<file path="src/rtl/mem_subword_ctrl.sv">
// mem_subword_ctrl
// Multicycle load/store sequencer between the CPU control unit and a
// word-wide memory port with a ready handshake. Handles byte, halfword
// and word accesses; sub-word stores are done as read-modify-write of the
// containing word. Misaligned requests are rejected before any memory
// strobe is raised, and each memory phase is bounded by TIMEOUT cycles.

module mem_subword_ctrl #(
    parameter int TIMEOUT = 16
) (
    input  logic        clk,
    input  logic        rst,
    input  logic        req,
    input  logic        we,
    input  logic [1:0]  size,
    input  logic        sext,
    input  logic [31:0] addr,
    input  logic [31:0] wdata,
    output logic        busy,
    output logic        done,
    output logic        err,
    output logic [31:0] rdata,
    output logic [31:0] mem_addr,
    output logic        mem_rd,
    output logic        mem_wr,
    output logic [31:0] mem_wdata,
    input  logic [31:0] mem_rdata,
    input  logic        mem_ready
);

    // Sequencer states
    localparam logic [2:0] ST_IDLE = 3'd0;
    localparam logic [2:0] ST_RD   = 3'd1;
    localparam logic [2:0] ST_WR   = 3'd2;
    localparam logic [2:0] ST_DONE = 3'd3;
    localparam logic [2:0] ST_ERR  = 3'd4;

    // Last counter value that may still wait for mem_ready in a phase;
    // one more cycle without ready means the phase has used TIMEOUT cycles.
    localparam logic [7:0] CNT_LAST = 8'(TIMEOUT - 1);

    localparam logic [1:0] SZ_BYTE = 2'b00;
    localparam logic [1:0] SZ_HALF = 2'b01;
    localparam logic [1:0] SZ_WORD = 2'b10;

    logic [2:0]  state;
    logic [2:0]  state_nxt;
    logic [7:0]  cnt;

    // Request fields captured at acceptance
    logic        we_q;
    logic        sext_q;
    logic [1:0]  size_q;
    logic [1:0]  lane_q;
    logic [15:0] wdata_q;

    logic        misaligned;
    logic        accept;
    logic        phase_expired;
    logic [7:0]  byte_sel;
    logic [15:0] half_sel;
    logic [31:0] load_val;
    logic [31:0] merged;

    // Status and strobes are pure state decodes, so they can never glitch
    // together: only one of RD/WR/DONE/ERR is active at a time.
    assign busy   = (state != ST_IDLE);
    assign done   = (state == ST_DONE);
    assign err    = (state == ST_ERR);
    assign mem_rd = (state == ST_RD);
    assign mem_wr = (state == ST_WR);

    assign accept        = (state == ST_IDLE) && req;
    assign phase_expired = (cnt == CNT_LAST) && !mem_ready;

    // Alignment check on the live request; size 11 is always rejected
    always_comb begin
        misaligned = 1'b0;
        case (size)
            SZ_BYTE: misaligned = 1'b0;
            SZ_HALF: misaligned = addr[0];
            SZ_WORD: misaligned = |addr[1:0];
            default: misaligned = 1'b1;
        endcase
    end

    // Pick the addressed lane out of the read word and extend it for a load
    always_comb begin
        byte_sel = mem_rdata[7:0];
        half_sel = mem_rdata[15:0];
        load_val = mem_rdata;
        case (lane_q)
            2'b00:   byte_sel = mem_rdata[7:0];
            2'b01:   byte_sel = mem_rdata[15:8];
            2'b10:   byte_sel = mem_rdata[23:16];
            default: byte_sel = mem_rdata[31:24];
        endcase
        if (lane_q[1]) begin
            half_sel = mem_rdata[31:16];
        end
        case (size_q)
            SZ_BYTE: load_val = {{24{sext_q & byte_sel[7]}}, byte_sel};
            SZ_HALF: load_val = {{16{sext_q & half_sel[15]}}, half_sel};
            default: load_val = mem_rdata;
        endcase
    end

    // Splice the store data into the addressed lane of the word just read
    always_comb begin
        merged = mem_rdata;
        if (size_q == SZ_BYTE) begin
            case (lane_q)
                2'b00:   merged[7:0]   = wdata_q[7:0];
                2'b01:   merged[15:8]  = wdata_q[7:0];
                2'b10:   merged[23:16] = wdata_q[7:0];
                default: merged[31:24] = wdata_q[7:0];
            endcase
        end else if (size_q == SZ_HALF) begin
            if (lane_q[1]) begin
                merged[31:16] = wdata_q;
            end else begin
                merged[15:0] = wdata_q;
            end
        end
    end

    // Next-state selection; mem_ready only matters inside RD and WR
    always_comb begin
        state_nxt = state;
        case (state)
            ST_IDLE: begin
                if (req) begin
                    if (misaligned) begin
                        state_nxt = ST_ERR;
                    end else if (we && (size == SZ_WORD)) begin
                        state_nxt = ST_WR;
                    end else begin
                        state_nxt = ST_RD;
                    end
                end
            end
            ST_RD: begin
                if (mem_ready) begin
                    state_nxt = we_q ? ST_WR : ST_DONE;
                end else if (phase_expired) begin
                    state_nxt = ST_ERR;
                end
            end
            ST_WR: begin
                if (mem_ready) begin
                    state_nxt = ST_DONE;
                end else if (phase_expired) begin
                    state_nxt = ST_ERR;
                end
            end
            ST_DONE: state_nxt = ST_IDLE;
            ST_ERR:  state_nxt = ST_IDLE;
            default: state_nxt = ST_IDLE;
        endcase
    end

    // State register; reset drops any strobe immediately without a pulse
    always_ff @(posedge clk) begin
        if (rst) begin
            state <= ST_IDLE;
        end else begin
            state <= state_nxt;
        end
    end

    // Per-phase wait counter, cleared whenever the state changes
    always_ff @(posedge clk) begin
        if (rst) begin
            cnt <= 8'd0;
        end else if (state_nxt != state) begin
            cnt <= 8'd0;
        end else if ((state == ST_RD) || (state == ST_WR)) begin
            cnt <= cnt + 8'd1;
        end
    end

    // Capture request fields and update the data outputs
    always_ff @(posedge clk) begin
        if (rst) begin
            we_q      <= 1'b0;
            sext_q    <= 1'b0;
            size_q    <= 2'b00;
            lane_q    <= 2'b00;
            wdata_q   <= 16'd0;
            rdata     <= 32'd0;
            mem_addr  <= 32'd0;
            mem_wdata <= 32'd0;
        end else begin
            if (accept) begin
                we_q     <= we;
                sext_q   <= sext;
                size_q   <= size;
                lane_q   <= addr[1:0];
                wdata_q  <= wdata[15:0];
                mem_addr <= {addr[31:2], 2'b00};
                if (we && (size == SZ_WORD) && !misaligned) begin
                    mem_wdata <= wdata;
                end
            end
            if ((state == ST_RD) && mem_ready) begin
                if (we_q) begin
                    mem_wdata <= merged;
                end else begin
                    rdata <= load_val;
                end
            end
        end
    end

endmodule

</file>
<file path="config.mk">
export PLATFORM = sky130hd
export DESIGN_NAME = mem_subword_ctrl
export DESIGN_NICKNAME = d
export VERILOG_FILES = /design/src/rtl/mem_subword_ctrl.sv
export SDC_FILE = /design/constraint.sdc
export NUM_CORES = 1
export LEC_CHECK = 0
export ABC_AREA = 1
export BUFFER_PORTS_ARGS = -buffer_cell sky130_fd_sc_hd__buf_2
export CAP_MARGIN = 40
export CORE_UTILIZATION = 56
export DETAILED_ROUTE_END_ITERATION = 16
export GPL_TIMING_DRIVEN = 0
export PLACE_DENSITY_LB_ADDON = 0.15
export SETUP_SLACK_MARGIN = 0.3
export SKIP_CTS_REPAIR_TIMING = 1
export SYNTH_ARGS = -nofsm -noshare
export SYNTH_HDL_FRONTEND = slang
export SYNTH_SLANG_ARGS = --single-unit
</file>
<file path="constraint.sdc">
create_clock -name clk -period 4.5 [get_ports clk]
set_input_delay 0.9 -clock clk [delete_from_list [all_inputs] [get_ports clk]]
set_output_delay 0.9 -clock clk [all_outputs]
set_load 0.02 [all_outputs]
</file>
==> impl_metrics.yaml, run 1 <==
setup_path:
  crit_arrival_ns: 1.37
  worstReg2RegEnd: "mem_wdata[14]$_SDFF_PP0_"
  rrSetupSlack_ns: 2.39
  worstRegToRegCells: 8
  worstPathRequired_ns: 3.60
  reg2reg_from: "state[0]$_SDFF_PP0_"
  cp-start-kind: "register"
  crit_fanout: 5
  cp-end-kind: "output port"
  path_class: "reg2out"
synthesis:
  netlist_area_mm2: 0.00649
  ys_top_cells_by_count: "nand2_1, o21ai_0, a21oi_1"
  synth.most_common_cell: "nand2_1"
  synth_area_leaders: "dfxtp_1, o21ai_0, a21oi_1"
  synth_area_leader_cell: "dfxtp_1"
  syn_area_per_cell_um2: 6.55
  ys_seq_elements: 127
  synth_edf_count: 0
  seq_area_frac_synth_pct: 39.2
  yosys_warnings: 0
  netlist_instances: 991
  synth.distinct_cells: 32
  postSynth.asyncResetShare_pct: 0
  synthFlopType: "dfxtp_1"
  yosysTopAreaCellShare_pct: 39.2
clock_network:
  cts_inserted_buffers: 17
  cts_sinks: 127
  cts_tree: "yes"
  htree_levels: 4
  cts_root_buf: "clkbuf_16"
  clkTransAtPathRegs_ns: 0.05
  clkLatencyLatePin_ns: 0.42
  clock_path_buffers: 2
timing:
  tns_ns: 0
  slew_viol_final: 0
  worst_slew_pin_slew_ns: 0.666
  rsz0062_at_grt: "false"
  finalHoldViolCount: 0
  maxClockFrequency_ghz: 0.441
  fin_crit_sh_pct: 50.4
  fin_ws_ns: 2.23
  holdWs_ns: 0.462
  setup_viol: 0
  fin_skew_ns: 0.00642
  min_period_ns: 2.27
  relSlewSlack_pct: 55.6
placement:
  place_ws_ns: 1.99
  port_buffers: 202
  dpl.hpwl_um: 16000
  gp_congestion: 0.953
  place_area_mm2: 0.00768
grt:
  grt_first_pass_wirelength_um: 32400
  grt_max_degree: 17
  grt_pass1_vias: 6524
  grt_overflow: 0
  antenna_found_initial: 1
  track_usage_pct: 35.8
pwr:
  ir_worst_vdd_mv: 0.260
  p_per_area_mw_per_mm2: 380
  p_leak_nw: 4.21
job:
  drv_cap: 0
route:
  vias: 7513
  route.detailed.drc: 0
  drt-total-wl_um: 21200
  avgViaCountPerCell: 5.51
  first_pass_iters: 8
  drt-initial-drc-count: 859
  drt-wirelength-per-cell_um: 15.6
  ant_nets: 0
floorplanning:
  die_height_um: 110
  die-area_mm2: 0.0120
  start_util_pct: 58.6
  num_io_pins: 205
  core_area_mm2: 0.0111
  fp-row-count: 38
  die_x_um: 110
final_layout:
  final_cell_area_mm2: 0.00824
  areaGrowthSynthToFinish_pct: 27.0
  num-fill-cells: 978
  n_antenna_cell: 0
  layout.nets: 1318
  final_layout_size_suffix_gt1_share_pct: 22.6
hold_path:
  min_from: "mem_addr[19]$_SDFFE_PP0P_"
  worstHoldPathCells: 2
  hold_end: "mem_addr[19]$_SDFFE_PP0P_"
  min_path_type: "reg2reg"
status:
  status: "complete, no violations"
[final cells by class]
class,instances,area [um^2],area share (%)
timing repair buffer,202,1010,12.3
inverter,132,497,6.03
sequential,127,2540,30.9
tap,140,175,2.13
multi-input combinational,670,3160,38.3
clock inverter,6,57.6,0.699
clock buffer,24,502,6.09
buffer,63,297,3.60
[metrics by stage]
stage	instances	util (%)	total power [mW]
finish	1364	74.4	3.13
global route	1364	74.4	3.24
CTS	1364	74.4	3.11
detailed placement	1334	69.3	1.83
global placement	1334	69.3	1.82
floorplan	992	-	1.62
[per-layer routing]
metal  part of all wire (%)  vias to the layer above  track usage [%]  wire, um
met5                  0.061                        -                0        13
met4                    2.7                        2             15.5       579
met3                     10                       54             9.25      2180
met2                     45                      407             55.3      9480
met1                     42                     3378             47.2      8980
li1                       -                     3672                -         -
[worst max path at each step]
stage / slack [ns] / end / startpoint / cells past startpoint
final: 2.23 / mem_wr / state[0]$_SDFF_PP0_ / 4
after global routing: 2.14 / done / state[1]$_SDFF_PP0_ / 3
after CTS: 2.23 / done / state[1]$_SDFF_PP0_ / 3
after detailed placement: 1.99 / mem_wdata[23]$_SDFF_PP0_ / req / 8
after global placement: 2.04 / mem_wdata[15]$_SDFF_PP0_ / req / 8
after floorplan: 2.63 / done / state[1]$_SDFF_PP0_ / 2
[sequential cells by signal, summed over array words and instances, names as in the netlist]
register / flops
mem_wdata: 32
rdata: 32
mem_addr: 30
wdata_q: 16
cnt: 8
state: 3
lane_q: 2
size_q: 2
sext_q: 1
we_q: 1
[where the power goes]
part	leakage, nW	total, mW	internal [mW]	switching [mW]
combinational	2.90	0.593	0.189	0.405
sequential	1.04	1.23	1.19	0.0434
clock	0.278	1.30	0.821	0.481
[cell usage in the layout, fill, tap and decap left out, types with 3 or more instances in the layout]
cell type	count
a21oi_1	142
buf_1	5
buf_2	217
buf_4	7
clkbuf_1	36
clkbuf_16	17
clkbuf_8	5
clkinv_2	5
dfxtp_1	127
inv_1	124
inv_2	7
nand2_1	170
nand3_1	27
nand3_2	3
nand4_1	3
nor2_1	103
nor2_2	5
nor3_1	12
o211ai_1	16
o21ai_0	148
o21ai_1	16
o22ai_1	7
xor2_1	4
[critical path, stage by stage (launching register included)]
cell     delay (ns)
dfxtp_1        0.45
inv_1          0.12
nand3_1        0.14
inv_1          0.07
buf_2          0.16
[cell families after synthesis]
group	synth area share, %
compound gates	27.1
xor+xnor	0.540
fa+ha+maj	0.193
buf+inv	12.2
flops	39.2
other cells	0.0578
simple gates	20.7
(Power assumes the default switching activity.)
==> inputs of run 2 (changes only) <==
CORE_UTILIZATION = 47   (was 56)
clock period = 1.85 ns   (was 4.5 ns; I/O delays follow)
==> impl_metrics.yaml, run 2 (same netlist as run 1, synthesis figures left out) <==
timing:
  maxClockFrequency_ghz: 0.610
  finalHoldViolCount: 0
  setup_viol: 0
  min_period_ns: 1.64
  fin_ws_ns: 0.211
  fin_skew_ns: 0.00765
  slew_viol_final: 0
  holdWs_ns: 0.183
  fin_crit_sh_pct: 88.6
  worst_slew_pin_slew_ns: 0.646
  rsz0062_at_grt: "true"
  relSlewSlack_pct: 56.9
setup_path:
  worstRegToRegCells: 10
  crit_fanout: 5
  path_class: "reg2out"
  cp-start-kind: "register"
  crit_family: "flip-flops"
  rrSetupSlack_ns: 0.22
  slowest_delay_ns: 0.37
  reg2reg_from: "state[1]$_SDFF_PP0_"
  worstSetupStartpoint: "state[0]$_SDFF_PP0_"
  path_buf_inv: 3
  cp-end-kind: "output port"
  worstReg2RegEnd: "rdata[9]$_SDFFE_PP0P_"
  worst-path-stages: 4
  slowest_stage: "dfxtp_4"
  crit_path_cell_trace: "inv_1 -> nand3_2 -> inv_1 -> buf_2"
  worstPathRequired_ns: 1.48
  crit_top_cell: "inv_1"
  crit_arrival_ns: 1.27
pwr:
  p_leak_nw: 4.57
  power.internal_mw: 5.83
  seqPwrFrac_pct: 35.9
  combinationalPowerShare_pct: 21.1
  p_switching_mw: 2.57
  p_per_area_mw_per_mm2: 916
  ir_worst_vdd_mv: 0.696
  pwr-share-clk_pct: 43.0
  p_sw_share_pct: 30.6
final_layout:
  top_regs: "mem_wdata (32), rdata (32), mem_addr (30)"
  layout.nets: 1351
  areaGrowthSynthToFinish_pct: 41.3
  final_common_cell: "buf_2"
  final_layout_size_suffix_gt1_share_pct: 30.7
  layout_common_cells: "buf_2, nand2_1, a21oi_1"
  num-fill-cells: 1221
  final_cell_area_mm2: 0.00917
clock_network:
  cts_inserted_buffers: 17
  clkTransAtPathRegs_ns: 0.06
  htree_levels: 4
  cts_tree: "yes"
  clock_path_buffers: 2
  cts_sinks: 127
  clkLatencyLatePin_ns: 0.43
  cts_root_buf: "clkbuf_16"
route:
  avgViaCountPerCell: 5.35
  drt-total-wl_um: 23000
  first_pass_iters: 5
  route.detailed.drc: 0
  ant_nets: 0
  vias: 7682
  drt-wirelength-per-cell_um: 16.0
  drt-initial-drc-count: 716
grt:
  grt_max_degree: 17
  grt_first_pass_wirelength_um: 34300
  antenna_found_initial: 2
  grt_pass1_vias: 6798
  track_usage_pct: 31.1
  grt_overflow: 0
placement:
  gp_congestion: 0.946
  place_ws_ns: -0.174
  place_area_mm2: 0.00772
  dpl.hpwl_um: 16600
  port_buffers: 202
floorplanning:
  die-area_mm2: 0.0143
  fp-row-count: 42
  core_area_mm2: 0.0133
  num_io_pins: 205
  start_util_pct: 48.6
  die_height_um: 119
  die_x_um: 119
status:
  status: "complete, no violations"
hold_path:
  hold_end: "mem_addr[16]$_SDFFE_PP0P_"
  min_path_type: "in2reg"
  worstHoldPathCells: 3
  min_from: "addr[16]"
job:
  drv_cap: 0
-- run 2: power groups by stage --
stage	Clock, mW	Combinational, mW	Sequential, mW
after floorplan	0	0.790	3.15
after global placement	0	1.40	3.05
after detailed placement	0	1.41	3.05
after CTS	3.63	1.41	2.99
after global routing	3.76	1.92	3.03
final	3.61	1.77	3.01
-- run 2: routing by layer --
layer,track usage (%),vias up,wire (um)
met5,0,-,0
met4,11.8,0,540
met3,6.37,37,2180
met2,49.2,371,10600
met1,41.4,3522,9670
li1,-,3752,-
-- run 2: metrics by stage --
stage	std cells	TNS, ns	power (mW)	util (%)
6_report	1437	0	8.40	68.7
5_1_grt	1436	0	8.70	68.7
4_1_cts	1402	-3.35	8.04	62.6
3_5_place_dp	1370	-2.43	4.45	57.9
3_3_place_gp	1370	-1.20	4.44	57.9
2_1_floorplan	992	0	3.94	-
-- run 2: worst max path at each step --
stage / to / slack, ns
detailed placement: mem_wdata[12]$_SDFF_PP0_ / -0.17
finish: mem_wr / 0.21
floorplan: rdata[10]$_SDFFE_PP0P_ / 0.33
global placement: mem_wdata[17]$_SDFF_PP0_ / -0.10
CTS: mem_wdata[14]$_SDFF_PP0_ / -0.20
global route: mem_wdata[2]$_SDFF_PP0_ / 0.14
-- run 2: final cells by class --
| cell class | instances | area [um^2] | share of cell area [%] |
|---|---|---|---|
| multi-input cells | 670 | 3430 | 37.4 |
| repair buffers | 235 | 1340 | 14.6 |
| flip-flops and latches | 127 | 2560 | 27.9 |
| inverters | 132 | 529 | 5.77 |
| clock inverters | 15 | 211 | 2.31 |
| clock buffers | 17 | 425 | 4.64 |
| plain buffers | 63 | 453 | 4.94 |
| diodes | 2 | 5.00 | 0.0546 |
| well taps | 176 | 220 | 2.40 |
-- run 2: tightest hold or removal path: stages --
cell	delay [ns]
buf_2	0.09
nand2_1	0.05
a21oi_1	0.05
